===== src/rtl/stream_mux_arbiter_if.sv =====
// Stream mux/arbiter bus: per-channel valid/last/data inputs, one handshaked output.
interface stream_mux_arbiter_if #(
    parameter int unsigned CHANNELS_COUNT = 5,
    parameter int unsigned CHANNELS_WIDTH = 4
);
    localparam int unsigned SEL_W = (CHANNELS_COUNT > 1) ? $clog2(CHANNELS_COUNT) : 1;

    logic [SEL_W-1:0]                              select;
    logic [CHANNELS_COUNT-1:0]                     in_valid;
    logic [CHANNELS_COUNT-1:0]                     in_last;
    logic [CHANNELS_COUNT-1:0][CHANNELS_WIDTH-1:0] in_data;
    logic [CHANNELS_COUNT-1:0]                     in_ready;
    logic                                          out_valid;
    logic                                          out_last;
    logic [CHANNELS_WIDTH-1:0]                     out_data;
    logic [SEL_W-1:0]                              out_channel;
    logic                                          out_ready;

    // Producers plus consumer side (drives inputs and out_ready).
    modport master (
        output select, in_valid, in_last, in_data, out_ready,
        input  in_ready, out_valid, out_last, out_data, out_channel
    );

    // The mux/arbiter itself.
    modport slave (
        input  select, in_valid, in_last, in_data, out_ready,
        output in_ready, out_valid, out_last, out_data, out_channel
    );
endinterface


===== src/rtl/stream_mux_arbiter.sv =====
// Packet-locked stream multiplexer with a registered output stage.
// MODE=0 picks the channel from select, MODE=1 uses round-robin arbitration.
module stream_mux_arbiter #(
    parameter int unsigned CHANNELS_COUNT = 5,
    parameter int unsigned CHANNELS_WIDTH = 4,
    parameter int unsigned MODE           = 0
) (
    input  logic                 clk,
    input  logic                 rst_n,
    stream_mux_arbiter_if.slave  sif
);
    localparam int unsigned SEL_W = (CHANNELS_COUNT > 1) ? $clog2(CHANNELS_COUNT) : 1;
    localparam int unsigned CW    = CHANNELS_WIDTH;
    localparam int unsigned CC    = CHANNELS_COUNT;

    // Parameter sanity checks at elaboration.
    if (CHANNELS_COUNT < 2) begin : g_bad_count
        $fatal(1, "stream_mux_arbiter: CHANNELS_COUNT must be >= 2");
    end
    if (CHANNELS_WIDTH < 1) begin : g_bad_width
        $fatal(1, "stream_mux_arbiter: CHANNELS_WIDTH must be >= 1");
    end
    if (MODE > 1) begin : g_bad_mode
        $fatal(1, "stream_mux_arbiter: MODE must be 0 or 1");
    end

    typedef enum logic [0:0] {
        ST_IDLE   = 1'b0,
        ST_LOCKED = 1'b1
    } state_e;

    state_e           state_q, state_d;
    logic [SEL_W-1:0] grant_q, grant_d;
    logic [SEL_W-1:0] rr_ptr_q, rr_ptr_d;
    logic [SEL_W-1:0] rr_pick_c;
    logic [SEL_W-1:0] rr_next_c;
    logic             rr_any_c;
    logic             sel_ok_c;
    logic             stage_free_c;
    logic             accept_c;
    logic             beat_last_c;
    logic [CW-1:0]    beat_data_c;
    logic [CC-1:0]    in_ready_c;

    logic             out_valid_q;
    logic             out_last_q;
    logic [CW-1:0]    out_data_q;
    logic [SEL_W-1:0] out_channel_q;

    // Round-robin search: first valid channel starting at rr_ptr, wrapping modulo CC.
    always_comb begin : rr_search
        logic [SEL_W-1:0] idx;
        rr_pick_c = '0;
        rr_any_c  = 1'b0;
        idx       = '0;
        for (int unsigned i = 0; i < CC; i++) begin
            idx = SEL_W'((32'(rr_ptr_q) + i) % CC);
            if (!rr_any_c && sif.in_valid[idx]) begin
                rr_any_c  = 1'b1;
                rr_pick_c = idx;
            end
        end
    end

    // Handshake decode: output-stage availability, per-channel ready, accepted beat.
    always_comb begin
        sel_ok_c     = (32'(sif.select) < CC);
        stage_free_c = !out_valid_q || sif.out_ready;
        in_ready_c   = '0;
        for (int unsigned g = 0; g < CC; g++) begin
            in_ready_c[g] = stage_free_c && (state_q == ST_LOCKED) && (grant_q == SEL_W'(g));
        end
        accept_c    = |(sif.in_valid & in_ready_c);
        beat_last_c = sif.in_last[grant_q];
        beat_data_c = sif.in_data[grant_q];
        rr_next_c   = (32'(grant_q) == CC - 1) ? '0 : grant_q + SEL_W'(1);
    end

    // Grant FSM next state: lock on a request, release after the granted packet's last beat.
    always_comb begin
        state_d  = state_q;
        grant_d  = grant_q;
        rr_ptr_d = rr_ptr_q;
        case (state_q)
            ST_IDLE: begin
                if (MODE == 0) begin
                    if (sel_ok_c) begin
                        state_d = ST_LOCKED;
                        grant_d = sif.select;
                    end
                end else if (rr_any_c) begin
                    state_d = ST_LOCKED;
                    grant_d = rr_pick_c;
                end
            end
            ST_LOCKED: begin
                if (accept_c && beat_last_c) begin
                    state_d = ST_IDLE;
                    if (MODE == 1) begin
                        rr_ptr_d = rr_next_c;
                    end
                end
            end
            default: state_d = ST_IDLE;
        endcase
    end

    // State and output pipeline register; the output beat only moves when the stage is free.
    always_ff @(posedge clk or negedge rst_n) begin
        if (!rst_n) begin
            state_q       <= ST_IDLE;
            grant_q       <= '0;
            rr_ptr_q      <= '0;
            out_valid_q   <= 1'b0;
            out_last_q    <= 1'b0;
            out_data_q    <= '0;
            out_channel_q <= '0;
        end else begin
            state_q  <= state_d;
            grant_q  <= grant_d;
            rr_ptr_q <= rr_ptr_d;
            if (stage_free_c) begin
                out_valid_q <= accept_c;
                if (accept_c) begin
                    out_last_q    <= beat_last_c;
                    out_data_q    <= beat_data_c;
                    out_channel_q <= grant_q;
                end
            end
        end
    end

    assign sif.in_ready    = in_ready_c;
    assign sif.out_valid   = out_valid_q;
    assign sif.out_last    = out_last_q;
    assign sif.out_data    = out_data_q;
    assign sif.out_channel = out_channel_q;
endmodule


===== src/flat_wrapper.sv =====
// flat-port wrapper written by rule: the top's interface ports become plain ports
module stream_mux_arbiter_flat 
#(
    parameter int unsigned CHANNELS_COUNT = 5,
    parameter int unsigned CHANNELS_WIDTH = 4,
    parameter int unsigned MODE           = 0
)
  (clk, rst_n, sif_select, sif_in_valid, sif_in_last, sif_in_data, sif_out_ready, sif_in_ready, sif_out_valid, sif_out_last, sif_out_data, sif_out_channel);
  stream_mux_arbiter_if #(.CHANNELS_COUNT(CHANNELS_COUNT), .CHANNELS_WIDTH(CHANNELS_WIDTH)) sif_i ();
  input  logic clk;
  input  logic rst_n;
  input wire logic [$bits(sif_i.select)-1:0] sif_select;
  input wire logic [$bits(sif_i.in_valid)-1:0] sif_in_valid;
  input wire logic [$bits(sif_i.in_last)-1:0] sif_in_last;
  input wire logic [$bits(sif_i.in_data)-1:0] sif_in_data;
  input wire logic [$bits(sif_i.out_ready)-1:0] sif_out_ready;
  output wire logic [$bits(sif_i.in_ready)-1:0] sif_in_ready;
  output wire logic [$bits(sif_i.out_valid)-1:0] sif_out_valid;
  output wire logic [$bits(sif_i.out_last)-1:0] sif_out_last;
  output wire logic [$bits(sif_i.out_data)-1:0] sif_out_data;
  output wire logic [$bits(sif_i.out_channel)-1:0] sif_out_channel;
  assign sif_i.select = sif_select;
  assign sif_i.in_valid = sif_in_valid;
  assign sif_i.in_last = sif_in_last;
  assign sif_i.in_data = sif_in_data;
  assign sif_i.out_ready = sif_out_ready;
  assign sif_in_ready = sif_i.in_ready;
  assign sif_out_valid = sif_i.out_valid;
  assign sif_out_last = sif_i.out_last;
  assign sif_out_data = sif_i.out_data;
  assign sif_out_channel = sif_i.out_channel;
  stream_mux_arbiter #(.CHANNELS_COUNT(CHANNELS_COUNT), .CHANNELS_WIDTH(CHANNELS_WIDTH), .MODE(MODE)) u_core (.clk(clk), .rst_n(rst_n), .sif(sif_i));
endmodule

===== config.mk =====
export PLATFORM = sky130hd
export DESIGN_NAME = stream_mux_arbiter_flat
export DESIGN_NICKNAME = d
export VERILOG_FILES = /design/src/rtl/stream_mux_arbiter_if.sv /design/src/rtl/stream_mux_arbiter.sv /design/src/flat_wrapper.sv
export SDC_FILE = /design/constraint.sdc
export NUM_CORES = 1
export LEC_CHECK = 0
export CORE_UTILIZATION = 41
export DETAILED_ROUTE_END_ITERATION = 8
export GPL_ROUTABILITY_DRIVEN = 0
export PLACE_DENSITY = 0.84
export SLEW_MARGIN = 0
export SYNTH_ARGS = -nofsm -noshare
export SYNTH_HDL_FRONTEND = slang
export SYNTH_SLANG_ARGS = --single-unit

===== constraint.sdc =====
create_clock -name clk -period 5.2 [get_ports clk]
set_clock_uncertainty 0.2 [all_clocks]
set_input_delay 1.04 -clock clk [delete_from_list [all_inputs] [get_ports clk]]
set_output_delay 1.04 -clock clk [all_outputs]
set_load 0.005 [all_outputs]

Word level (Yosys, flattened, before mapping):

Index checks and enable logic that the tools add are counted.

* register bits: 13
* input port bits: 36
* word-level logic and storage cells: 34

* reductions and logical operators: 13
* mux-type cells: 7
* bitwise logic cells: 2
* equal/unequal tests: 4
* $lt $le $gt $ge: 2

Operators with widths (number)
* $bmux W4 S3: 1
* $logic_and A1 B1 Y1: 7
* $eq A3 B2 Y1 const B: 2
* $and A5 B5 Y5: 1
* $reduce_or A5 Y1: 1
* $lt A3 B4 Y1 const B: 1
* $mux W4: 1
* $reduce_and A2 Y1: 2
* $bmux W1 S3: 1
* $eq A3 B1 Y1 const B: 1
* $eq A3 B3 Y1 const B: 1
* $logic_not A3 Y1: 1
* $lt A3 B3 Y1 const B: 1
* $mux W1: 3
* $pmux W1 S2: 1
* $logic_not A1 Y1: 1
* $logic_or A1 B1 Y1: 1
* $not A1 Y1: 1

Longest topological paths before layout:

* depth after elaboration: 9
* depth in mapped cells: 6
* gate-level depth less buffers: 4

Least setup slack after synthesis:

OpenSTA, ideal clock, no wires.

* kind: input to output
* start point: input port sif_out_ready
* end point: output port sif_in_ready[1]
* path buffers: 0
* data arrival time: 1.648 ns
* path slack: 2.312 ns
* data required time: 3.960 ns
* stages: 3
* cells stage by stage: nand2b_1 -> and3b_1 -> and3_2

* longest elaborated chain between the ends: 3

Ends and longest elaborated chain
* from (decl): line flat_wrapper.sv:16 `input wire logic [$bits(sif_i.out_ready)-1:0] sif_out_ready;`
* $logic_or A1 B1 Y1: line stream_mux_arbiter.sv:68 `stage_free_c = !out_valid_q || sif.out_ready;`
* $logic_and A1 B1 Y1 (2 in a row): line stream_mux_arbiter.sv:71 `in_ready_c[g] = stage_free_c && (state_q == ST_LOCKED) && (grant_q == SEL_W'(g));`
* to (decl): line flat_wrapper.sv:17 `output wire logic [$bits(sif_i.in_ready)-1:0] sif_in_ready;`

No other way between the ends.

Final worst setup path:

* start point: input port sif_out_ready
* end point: output port sif_in_ready[3]

Same word-level chain as after synthesis.

==> flow_metrics.env <==
export IMPL_detail_route_wirelength_um=2500
export IMPL_fin_total_pwr_uw=654
export IMPL_synth_distinct_cells=34
export IMPL_synth_edff_count=0
export IMPL_p_sw_frac=0.361
export IMPL_mostFrequentLayoutCell="clkdlybuf4s50_1"
export IMPL_worst_hold_path_num_cells=1
export IMPL_min_to="u_core.sif.out_data[3]"
export IMPL_peakVddDrop_v=0.000270
export IMPL_insertion_delay_ns=0.27
export IMPL_rsz0062_at_grt="no"
export IMPL_wl_per_cell_um=16.1
export IMPL_worstSetupStartpointType="input port"
export IMPL_power_switching_uw=236
export IMPL_min_period_ns=3.86
export IMPL_timing_rr_end="u_core.sif.out_data[0]"
export IMPL_grt_overflow=0
export IMPL_cts_resized=0
export IMPL_cap_violations=0
export IMPL_setup_tns_ns=0
export IMPL_setup_viol=0
export IMPL_rows=16
export IMPL_layout_common_cells="clkdlybuf4s50_1, dfrtp_1, o21ai_0"
export IMPL_grt_max_degree=17
export IMPL_grt_total_usage=0.220
export IMPL_portBuffers=49
export IMPL_antenna_found_initial=0
export IMPL_io_pins=50
export IMPL_crit_required_ns=3.96
export IMPL_hold_slack_ns=0.320
export IMPL_reg2reg_depth=4
export IMPL_drt_initial_drc_count=18
export IMPL_synth_seq_area_share=0.352
export IMPL_nets=166
export IMPL_fmax_mhz=259
export IMPL_finalCritPeriodShare=0.743
export IMPL_syn_area_sq_um=923
export IMPL_die_h_um=49.5
export IMPL_first_pass_iters=4
export IMPL_grt_pass1_vias=874
export IMPL_crit_type="input port to output pin"
export IMPL_hold_viol=0
export IMPL_hp_start="u_core.sif.out_data[3]"
export IMPL_fillCellCount=188
export IMPL_internal_power_uw=417
export IMPL_numCtsBuffers=3
export IMPL_combPwrFrac=0.566
export IMPL_worst_pin_slew_ns=0.676
export IMPL_die_w_um=49.5
export IMPL_htree_levels=1
export IMPL_hold_path_class="flip-flop to flip-flop"
export IMPL_synth_net_count=117
export IMPL_grt_pass1_wl_um=4020
export IMPL_critPathMaxStageDelay_ns=0.50
export IMPL_synthArstFlopShare=1.00
export IMPL_antenna_left=0
export IMPL_avgSynthCellArea_sq_um=11.4
export IMPL_arrival_ns=2.62
export IMPL_slew_headroom=0.549
export IMPL_ys_seq_elements=13
export IMPL_clockRootBuffer="clkbuf_4"
export IMPL_vias_per_cell=5.27
export IMPL_initial_core_util=0.452
export IMPL_pwr_share_seq=0.337
export IMPL_synth_ff_type="dfrtp_1"
export IMPL_drive_gt1_frac=0.147
export IMPL_die_area_sq_um=2450
export IMPL_area_growth_pct=53.5
export IMPL_clkTransAtPathRegs_ns=0.08
export IMPL_cts_tree="yes"
export IMPL_drt_drc_violations_left=0
export IMPL_r2r_start="u_core.grant_q[1]"
export IMPL_crit_chain="clkdlybuf4s50_1 > nand2b_1 > and3b_1 > and3_2 > clkdlybuf4s50_1"
export IMPL_cts_setup_buffers=0
export IMPL_design_core_area_sq_um=2040
export IMPL_dp_hpwl_um=1900
export IMPL_power_density_nw_per_um2=461
export IMPL_vias=822
export IMPL_clock_power_share=0.097
export IMPL_p_leak_uw=0.000595
export IMPL_worst_path_max_delay_cell="clkdlybuf4s50_1"
export IMPL_status="completed"
export IMPL_cts_buffer_depth=2
export IMPL_end_kind="output pin"
export IMPL_critPathMaxFanout=6
export IMPL_r2r_slack_ns=2.98
export IMPL_antenna_cells=0
export IMPL_area_sequential_sq_um=325
export IMPL_cts_sinks=13
export IMPL_syn_inst=81
export IMPL_multiInputGateArea_sq_um=519
export IMPL_ys_warn_count=0
export IMPL_maxSlewViolCount=0
export IMPL_critPathMostFrequentCell="clkdlybuf4s50_1"
export IMPL_hold_buffers=0
cells in the mapped netlist (2+ instances only):
| cell | instances | area [sq um] |
|---|---|---|
| nand2_1 | 4 | 15.0 |
| buf_6 | 2 | 22.5 |
| nor3_1 | 3 | 15.0 |
| o21ai_0 | 8 | 40.0 |
| mux2_4 | 6 | 90.1 |
| mux2_2 | 2 | 22.5 |
| dfrtp_1 | 13 | 325 |
| and3_2 | 2 | 15.0 |
| mux4_1 | 3 | 78.8 |
| a21oi_1 | 2 | 10.0 |
| nor2_1 | 7 | 26.3 |
| mux2i_1 | 2 | 20.0 |
| inv_1 | 5 | 18.8 |
| nand2b_1 | 2 | 12.5 |
final cells by class:
cell class | instances | area share
timing repair buffer | 49 | 0.346
multi-input combinational | 57 | 0.366
clock buffer | 4 | 0.0185
inverter | 6 | 0.0159
tap | 27 | 0.0238
sequential | 13 | 0.229
cells by family after synthesis:
| kind of cell | after synthesis | share of synthesized area |
|---|---|---|
| compound gates | 16 | 0.112 |
| buf+inv | 11 | 0.0853 |
| simple gates | 26 | 0.172 |
| flops | 13 | 0.352 |
| mux | 15 | 0.278 |
sequential cells by signal, summed over array words and instances (netlist names):
register,count
u_core.grant_q,3
u_core.state_q,1
u_core.sif.out_data,4
u_core.sif.out_channel,3
u_core.sif.out_last,1
u_core.sif.out_valid,1
power groups by stage:
stage | Clock, uW | Sequential [uW] | Combinational [uW]
2_1_floorplan | 0 | 173 | 292
3_3_place_gp | 0 | 216 | 362
3_5_place_dp | 0 | 218 | 369
4_1_cts | 65.2 | 217 | 373
5_1_grt | 72.5 | 229 | 396
6_report | 63.3 | 221 | 370
per-stage QoR:
stage	util	cell area, sq um	instances	setup WS (ns)
after global placement	0.681	1390	152	1.38
after CTS	0.694	1420	156	1.32
after floorplan	-	923	81	2.31
final	0.694	1420	156	1.34
after detailed placement	0.681	1390	152	1.33
after global routing	0.694	1420	156	1.25
how the worst max path moves through the flow:
| stage | start | end | slack, ns | cells past startpoint |
|---|---|---|---|---|
| detailed placement | sif_out_ready | sif_in_ready[3] | 1.33 | 5 |
| CTS | sif_out_ready | sif_in_ready[3] | 1.32 | 5 |
| floorplan | sif_out_ready | sif_in_ready[1] | 2.31 | 3 |
| finish | sif_out_ready | sif_in_ready[3] | 1.34 | 5 |
| global placement | sif_out_ready | sif_in_ready[0] | 1.38 | 5 |
| global route | sif_out_ready | sif_in_ready[3] | 1.25 | 5 |
per-layer routing:
metal / track usage / share of wire / routed length, um
met2: 0.402 / 0.51 / 1280
met4: 0.0667 / 0.010 / 25
met3: 0.0370 / 0.050 / 126
met1: 0.263 / 0.43 / 1070
met5: 0 / 0 / 0
worst max-delay path: cells and delay by family:
family,cells,cell delay (ns)
AND/OR/NAND/NOR,3,0.63
buffers and inverters,2,0.95
No activity file was read; power rests on OpenSTA's default activity.
